[config.mk]
export PLATFORM = sky130hd
export DESIGN_NAME = sr_latch_driver
export DESIGN_NICKNAME = d
export VERILOG_FILES = /design/src/rtl/sr_ctrl_pkg.sv /design/src/rtl/btn_debounce.sv /design/src/rtl/sr_latch_driver.sv
export SDC_FILE = /design/constraint.sdc
export NUM_CORES = 1
export LEC_CHECK = 0
export CORE_UTILIZATION = 57
export CTS_CLUSTER_DIAMETER = 150
export DETAILED_ROUTE_END_ITERATION = 12
export HOLD_SLACK_MARGIN = 0.05
export MAX_ROUTING_LAYER = met4
export PLACE_DENSITY_LB_ADDON = 0.05
export SYNTH_ARGS = -nofsm -noshare
export SYNTH_HDL_FRONTEND = slang
export SYNTH_SLANG_ARGS = --single-unit
export TNS_END_PERCENT = 20
[constraint.sdc]
create_clock -name clk -period 4.1 [get_ports clk]
set_input_delay 0.82 -clock clk [delete_from_list [all_inputs] [get_ports clk]]
set_output_delay 0.82 -clock clk [all_outputs]
set_load 0.1 [all_outputs]
[src/rtl/sr_ctrl_pkg.sv]
// Shared definitions for the SR latch driver: FSM states, default timing
// constants and the counter-width helper.
package sr_ctrl_pkg;

  typedef enum logic [1:0] {
    IDLE  = 2'd0,
    SET_P = 2'd1,
    RST_P = 2'd2,
    GAP   = 2'd3
  } sr_state_e;

  localparam int unsigned DEB_CYC   = 4;
  localparam int unsigned PULSE_CYC = 2;
  localparam int unsigned GAP_CYC   = 1;

  // Bits needed for a counter that must reach max(a,b,c)-1; never below 1.
  function automatic int unsigned cnt_width(input int unsigned a,
                                            input int unsigned b,
                                            input int unsigned c);
    int unsigned m;
    m = a;
    if (b > m) m = b;
    if (c > m) m = c;
    return (m < 2) ? 1 : $clog2(m);
  endfunction

endpackage

[src/rtl/btn_debounce.sv]
// One input channel: 2-flop synchronizer, stability counter and a one-cycle
// strobe on the debounced rising edge.
module btn_debounce #(
  parameter int unsigned DEB_CYC = 4
) (
  input  logic clk,
  input  logic rst_n,
  input  logic btn,
  output logic rise
);
  import sr_ctrl_pkg::*;

  localparam int unsigned CW = cnt_width(DEB_CYC, 1, 1);
  localparam logic [CW-1:0] DEB_LAST = CW'(DEB_CYC - 1);

  logic          sync1;
  logic          sync2;
  logic          level;
  logic          level_d;
  logic [CW-1:0] cnt;

  // Synchronize, then accept a new level only after DEB_CYC consecutive
  // cycles of disagreement with the current debounced level.
  always_ff @(posedge clk or negedge rst_n) begin
    if (!rst_n) begin
      sync1   <= 1'b0;
      sync2   <= 1'b0;
      level   <= 1'b0;
      level_d <= 1'b0;
      cnt     <= '0;
    end else begin
      sync1   <= btn;
      sync2   <= sync1;
      level_d <= level;
      if (sync2 == level) begin
        cnt <= '0;
      end else if (cnt == DEB_LAST) begin
        level <= sync2;
        cnt   <= '0;
      end else begin
        cnt <= cnt + 1'b1;
      end
    end
  end

  // Strobe is formed from two registers, so it is glitch-free per cycle.
  assign rise = level & ~level_d;

endmodule

[src/rtl/sr_latch_driver.sv]
// Conditions set/reset pushbuttons into non-overlapping active-low pulses
// for a NAND SR latch, with reset taking priority and a guard gap between
// pulses.
module sr_latch_driver #(
  parameter int unsigned DEB_CYC   = 4,
  parameter int unsigned PULSE_CYC = 2,
  parameter int unsigned GAP_CYC   = 1
) (
  input  logic clk,
  input  logic rst_n,
  input  logic set_btn,
  input  logic reset_btn,
  output logic sbar,
  output logic rbar,
  output logic busy
);
  import sr_ctrl_pkg::*;

  localparam int unsigned CW = cnt_width(DEB_CYC, PULSE_CYC, GAP_CYC);
  localparam logic [CW-1:0] PULSE_LAST = CW'(PULSE_CYC - 1);
  localparam logic [CW-1:0] GAP_LAST   = CW'(GAP_CYC - 1);

  logic          rise_s;
  logic          rise_r;
  logic          pend_s;
  logic          pend_r;
  logic          take_s;
  logic          take_r;
  logic          arb;
  sr_state_e     state;
  sr_state_e     state_nx;
  logic [CW-1:0] cnt;
  logic [CW-1:0] cnt_nx;

  btn_debounce #(.DEB_CYC(DEB_CYC)) u_deb_s (
    .clk   (clk),
    .rst_n (rst_n),
    .btn   (set_btn),
    .rise  (rise_s)
  );

  btn_debounce #(.DEB_CYC(DEB_CYC)) u_deb_r (
    .clk   (clk),
    .rst_n (rst_n),
    .btn   (reset_btn),
    .rise  (rise_r)
  );

  // Next-state logic. The end of GAP arbitrates directly, exactly as IDLE
  // would, so a queued request starts on the edge that would enter IDLE.
  always_comb begin
    state_nx = state;
    cnt_nx   = cnt;
    take_s   = 1'b0;
    take_r   = 1'b0;
    arb      = 1'b0;
    case (state)
      IDLE: arb = 1'b1;
      SET_P, RST_P: begin
        if (cnt == PULSE_LAST) begin
          state_nx = GAP;
          cnt_nx   = '0;
        end else begin
          cnt_nx = cnt + 1'b1;
        end
      end
      GAP: begin
        if (cnt == GAP_LAST) begin
          state_nx = IDLE;
          cnt_nx   = '0;
          arb      = 1'b1;
        end else begin
          cnt_nx = cnt + 1'b1;
        end
      end
      default: state_nx = IDLE;
    endcase
    if (arb) begin
      if (pend_r || rise_r) begin
        state_nx = RST_P;
        cnt_nx   = '0;
        take_r   = 1'b1;
      end else if (pend_s || rise_s) begin
        state_nx = SET_P;
        cnt_nx   = '0;
        take_s   = 1'b1;
      end
    end
  end

  // FSM registers; outputs decoded from next state so they align with it.
  always_ff @(posedge clk or negedge rst_n) begin
    if (!rst_n) begin
      state <= IDLE;
      cnt   <= '0;
      sbar  <= 1'b1;
      rbar  <= 1'b1;
      busy  <= 1'b0;
    end else begin
      state <= state_nx;
      cnt   <= cnt_nx;
      sbar  <= (state_nx != SET_P);
      rbar  <= (state_nx != RST_P);
      busy  <= (state_nx != IDLE);
    end
  end

  // Pending flags: set by strobe, merged on repeat, cleared when served.
  always_ff @(posedge clk or negedge rst_n) begin
    if (!rst_n) begin
      pend_s <= 1'b0;
      pend_r <= 1'b0;
    end else begin
      pend_s <= (pend_s | rise_s) & ~take_s;
      pend_r <= (pend_r | rise_r) & ~take_r;
    end
  end

endmodule

==> results of run 1 <==
final cells by class:
cell class / count / area (µm²)
Clock buffer: 4 / 26.3
Fill cell: 121 / 485
Inverter: 6 / 22.5
Multi-Input combinational cell: 44 / 364
Sequential cell: 21 / 528
Tap cell: 16 / 20.0
Timing Repair Buffer: 6 / 60.1
how the worst max path moves through the flow:
| stage | from | end | cells past startpoint |
|---|---|---|---|
| finish | rbar | rbar | 1 |
| CTS | rbar | rbar | 1 |
| floorplan | busy | busy | 0 |
| detailed placement | rbar | rbar | 1 |
| global route | rbar | rbar | 1 |
| global placement | sbar | sbar | 1 |
per-layer routing:
metal | vias up | global-route usage | wire length (µm) | share of wire
li1 | 269 | - | - | -
met2 | 8 | 0.271 | 576 | 0.45
met4 | 0 | 0.0938 | 28 | 0.022
met5 | - | - | 0 | 0
met1 | 263 | 0.212 | 634 | 0.50
met3 | 4 | 0.0517 | 34 | 0.027
metrics by stage:
stage / setup WS [ps] / instances / cell area (µm²) / hold WS (ps) / util
2_1_floorplan: 2400 / 72 / 926 / 331 / -
3_3_place_gp: 1670 / 93 / 995 / 334 / 0.660
3_5_place_dp: 1640 / 93 / 995 / 340 / 0.660
4_1_cts: 1280 / 97 / 1020 / 365 / 0.678
5_1_grt: 1270 / 97 / 1020 / 380 / 0.678
6_report: 1310 / 97 / 1020 / 361 / 0.678
cells by family (layout without fill, tap and decap cells):
family	after synthesis	after routing
buffers and inverters	7	16
xor gates and xnor gates	2	2
and+or+nand+nor	15	15
adders and majority gates	7	7
DFF	21	21
AOI/OAI and AO/OA	18	18
muxes	2	2
layout by cell type, fill, tap and decap left out, drive strengths merged:
cell type and n:
a21o 2, and2 1, clkdlybuf4s50 6, a21boi 1
o311ai 1, a211oi 2, ha 7, xnor2 2
nor3 3, nor2b 6, nand2 1, nand2b 1
a221oi 2, a21oi 5, nor2 2, inv 6
clkbuf 4, dfstp 2, a31oi 1, dfrtp 19
or3b 1, o21ai 4, mux2 2
registers in the layout (all words and copies together), names as in the netlist, 2 cells and up:
register     cells
cnt              2
state            2
u_deb_r.cnt      2
u_deb_s.cnt      2
==> results.md, run 1 <==
- Clock buffer depth: 2
- Setup Total Neg Slack: 0 ps
- Largest net degree at the start of global routing: 22
- Cell taking the most area after synthesis: dfrtp_1
- Crit Path Max Fanout: 1
- Compound-Gate Fraction of Synth Area: 0.153
- HPWL after detailed placement: around 920 µm
- Slew Viols, Final: 0
- Avg Cell Area, Syn: about 13 µm²
- Top cells by area, synth: dfrtp_1 51%, ha_1 9.5%, dfstp_2 5.7%
- Most frequent cell after synthesis: dfrtp_1
- Post-CTS setup buffers: 0
- CTS tree: built
- Startpoint types: flip-flop
- Clock tree sinks: 21
- Largest family of logic cells by synthesized area: compound AO/OA/AOI/OAI gates
- CTS Root Cell: clkbuf_4
- Core Rows: 14
- Hold path endpoint: u_deb_s.sync2
- CP arrival: slightly below 2000 ps
- Hold Crit Class: flip-flop to flip-flop
- Highest-delay cell along the critical path: clkdlybuf4s50_1
- Clock-pin slew of the registers on the worst-case setup and hold paths: about 110 ps
- Post-synthesis register bit count: 21
- Slowest Stage Delay on Critical Path: approximately 1100 ps
- Xor-xnor portion of the synthesized cell area: 0.0189
- Seq/Total Area, Yosys: 0.570
- Die Wd: ~42 µm
- Layout cells sized above 1: 0.148
- Simple-gate portion of the synthesized area: 0.103
- Kind of critical path: flip-flop to output pin
- Post-Synth Adder-Cell Area: 0.0946
- Reg-to-Reg Start: state[0]
- First-pass GRT wire length: roughly 2200 µm
- R2R Setup Slk: approximately 2400 ps
- Initial DRC count: 5
- Asr flop ratio synth: 1.00
- Peak Freq: 0.358 GHz
- Worst path top cell family by delay: buffers and inverters
- I/O pins: 7
- Post-synth top area share: 0.514
- Slew headroom: 0.348
- RSZ-0062 raised after global routing: no
- Synthesized cell area: 926 µm²
- Die Y: between 40 and 50 µm
- Final Hold Fails: 0
- Most common library cells after synthesis: 19 x dfrtp_1, 7 x ha_1, 6 x inv_1
- Skew-Pair Late Insertion Delay: ~300 ps
- Post-synth top flop: dfrtp_1
- Syn Inst Count: 72
- Reg2reg path depth: 6
- Starting Density: 0.615
- Status: completed
- Total Wirelength: 1270 µm
- Wire per inst: ~13 µm
- Inserted Clock Buffers: 3
- Clk_skew: 4.17 ps
- Synth cell types: 27
- Post-synthesis mux area share: 0.0243
- Antenna diodes: 0
- GRT Resource Usage Total: 0.177
- # DRC: 0
- Area growth syn-to-layout: 10.3%
- Worst setup EP type: output pin
- Die ar.: about 0.0018 mm²
- Worst reg2reg endpoint: busy
- Endpoints failing setup: 0
- Grt total ovfl: 0
- DRT Pass-1 Iters: 4
- Vias: 544
- CTS HTree Levels: 1
- CP required: between 3000 and 4000 ps
- Initial antenna violation count: 0
- Final ANT Viol Nets: 0
- Core Area: ~0.0015 mm²
- Period utilization: 0.681
- Period minus WS final: around 2800 ps
- WP buf/inv: 1
- YS warnings: 0
- Nets: 93
- Hold_sp: u_deb_s.sync1
- CTS resizes: 0
- Post-synth EDFFs: 0
- MaxCap Viol Count: 0
- WHS Path Cells: 0
- CTS Hold Buffers Added: 0
- Worst-Margin Slew: ~980 ps
- Vias in the first global route: approximately 550
- Vias per cell: approximately 5.6
- Post-synthesis net count: between 80 and 90
- Critical-path cell list: clkdlybuf4s50_1
- IO buf count: 6
- Routability Congestion: between 0.7 and 0.8
Power of run 1 is left out: the tool's default activity adds up to more than one toggle a clock period on the data nets, which glitch-free logic cannot reach.
==> run 2: changes to the inputs <==
- CORE_UTILIZATION: 57 -> 49
- clock period: 4.1 -> 2.4 ns (I/O delays scaled with it)
==> run 2 against run 1 <==
Worst hold slack worse by 3.1 ps. Die area increased by 16%. Global-route usage shrank 2.3 points. Highest routed layer is now met3.
==> results.md, run 2 (synthesized netlist as in run 1, its figures left out) <==
- Peak Freq: between 0.5 and 0.6 GHz
- Slew Viols, Final: 0 (unchanged)
- Skew-Pair Late Insertion Delay: 300 ps (about the same)
- RSZ-0062 raised after global routing: no (unchanged)
- Most common cell after layout, fill and taps aside: dfrtp_1 (unchanged)
- Worst setup EP type: flip-flop (was output pin)
- Vias in the first global route: 509 (was 548)
- # DRC: 0 (unchanged)
- Pre-CTS setup slack: 674 ps (was 1640 ps)
- Period utilization: 0.720
- Fillcell total: 158 (was 121)
- Slowest Stage Delay on Critical Path: 440 ps (was 1130 ps)
- Die Wd: 45.5 µm (was 42.3 µm)
- Endpoints failing setup: 0 (unchanged)
- CTS Hold Buffers Added: 0 (unchanged)
- Antenna diodes: 0 (unchanged)
- Grt total ovfl: 0 (unchanged)
- Final hold slack: 358 ps (was 361 ps)
- Worst-Margin Slew: 432 ps (was 976 ps)
- Starting Density: 0.530 (was 0.615)
- Inserted Clock Buffers: 3 (unchanged)
- Wire per inst: 11.4 µm (was 13.1 µm)
- Status: completed (unchanged)
- Final Hold Fails: 0 (unchanged)
- Area growth syn-to-layout: 11.5% (was 10.3%)
- DRT Pass-1 Iters: 2 (was 4)
- CP required: 2590 ps (was 3280 ps)
- IO buf count: 6 (unchanged)
- Crit Path Max Fanout: 9 (was 1)
- Clock-pin slew of the registers on the worst-case setup and hold paths: 110 ps (about the same)
- Period minus WS final: roughly 1700 ps
- I/O pins: 7 (unchanged)
- Reg area: 528 µm² (unchanged)
- Highest-delay cell along the critical path: dfrtp_1 (was clkdlybuf4s50_1)
- Slew headroom: 0.710 (was 0.348)
- Core Area: 0.00175 mm² (was 0.00151 mm²)
- Vias: 527 (was 544)
- Die ar.: 0.00207 mm² (was 0.00179 mm²)
- Die Y: 45.5 µm (was 42.3 µm)
- Kind of critical path: flip-flop to flip-flop (was flip-flop to output pin)
- First-pass GRT wire length: 2160 µm (was 2230 µm)
- Initial antenna violation count: 0 (unchanged)
- Vias per cell: 4.93 (was 5.61)
- Most frequent cells in the layout: 19 x dfrtp_1, 7 x ha_1, 6 x inv_1, 5 x nor2b_1, 4 x buf_4 (was 19 x dfrtp_1, 7 x ha_1, 6 x inv_1, 6 x clkdlybuf4s50_1, 5 x nor2b_1)
- Post-CTS setup buffers: 0 (unchanged)
- CTS tree: built (unchanged)
- Clk_skew: 5.49 ps (was 4.17 ps)
- Critical-path cell list: inv_1, ha_1, nor2b_1, o21ai_0, nand2_1, or3b_1 (was clkdlybuf4s50_1)
- CTS resizes: 0 (unchanged)
- Final ANT Viol Nets: 0 (unchanged)
- Startpoint types: flip-flop (unchanged)
- Initial DRC count: 2 (was 5)
- Layout cells sized above 1: 0.195 (was 0.148)
- Core Rows: 15 (was 14)
- CTS HTree Levels: 1 (unchanged)
- CP arrival: 1910 ps (was 1970 ps)
- Area occupied by multi-input gates: 364 µm² (unchanged)
- Setup Total Neg Slack: 0 ps (unchanged)
- Total Wirelength: 1220 µm (was 1270 µm)
- Hold Crit Class: flip-flop to flip-flop (unchanged)
- Post-placement cell count: 103 (was 93)
- GRT Resource Usage Total: 0.154 (was 0.177)
- HPWL after detailed placement: 884 µm (was 918 µm)
- Clock buffer depth: 2 (unchanged)
- Fin cells: 107 (was 97)
- MaxCap Viol Count: 0 (unchanged)
- Routability Congestion: 0.754 (was 0.763)
- Worst Slack Setup Final: 672 ps (was 1310 ps)
- Largest net degree at the start of global routing: 22 (unchanged)
- Nets: 94 (was 93)
- CTS Root Cell: clkbuf_4 (unchanged)
- Clock tree sinks: 21 (unchanged)
==> run 2: area by class of cell <==
cell class	instances	share of cell area
timing repair buffer	7	0.0582
multi-input combinational	44	0.353
clock buffer	4	0.0255
inverter	6	0.0218
tap	25	0.0303
sequential	21	0.512
==> run 2: critical path, delay by kind of cell, from the launching register on <==
kind	cells	cell delay (ps)
buf+inv	1	70
simple gates	3	590
flops	1	440
fa+ha+maj	1	360
compound gates	1	160
==> run 2: layer usage <==
layer,track usage,part of all wire,wire length [µm]
met1,0.205,0.52,630
met4,0.0364,0,0
met5,-,0,0
met3,0.0595,0.033,40
met2,0.223,0.45,544
==> run 2: worst paths after layout <==
kind	from	to	slack, ps	cells past startpoint
min in group asynchronous	rst_n	state[1]	520	2
worst min-delay path	u_deb_s.sync1	u_deb_s.sync2	360	0
max in group asynchronous	rst_n	rbar	1610	2
worst max-delay path	state[0]	busy	670	6
worst max register to register	state[0]	busy	670	6
worst min register to register	u_deb_s.sync1	u_deb_s.sync2	360	0
==> run 2: through the flow <==
step | util | cell area (µm²)
final | 0.591 | 1030
after detailed placement | 0.576 | 1010
after global placement | 0.576 | 1010
after floorplan | - | 926
after global routing | 0.591 | 1030
after CTS | 0.591 | 1030
Power of run 2 is left out for the same reason.
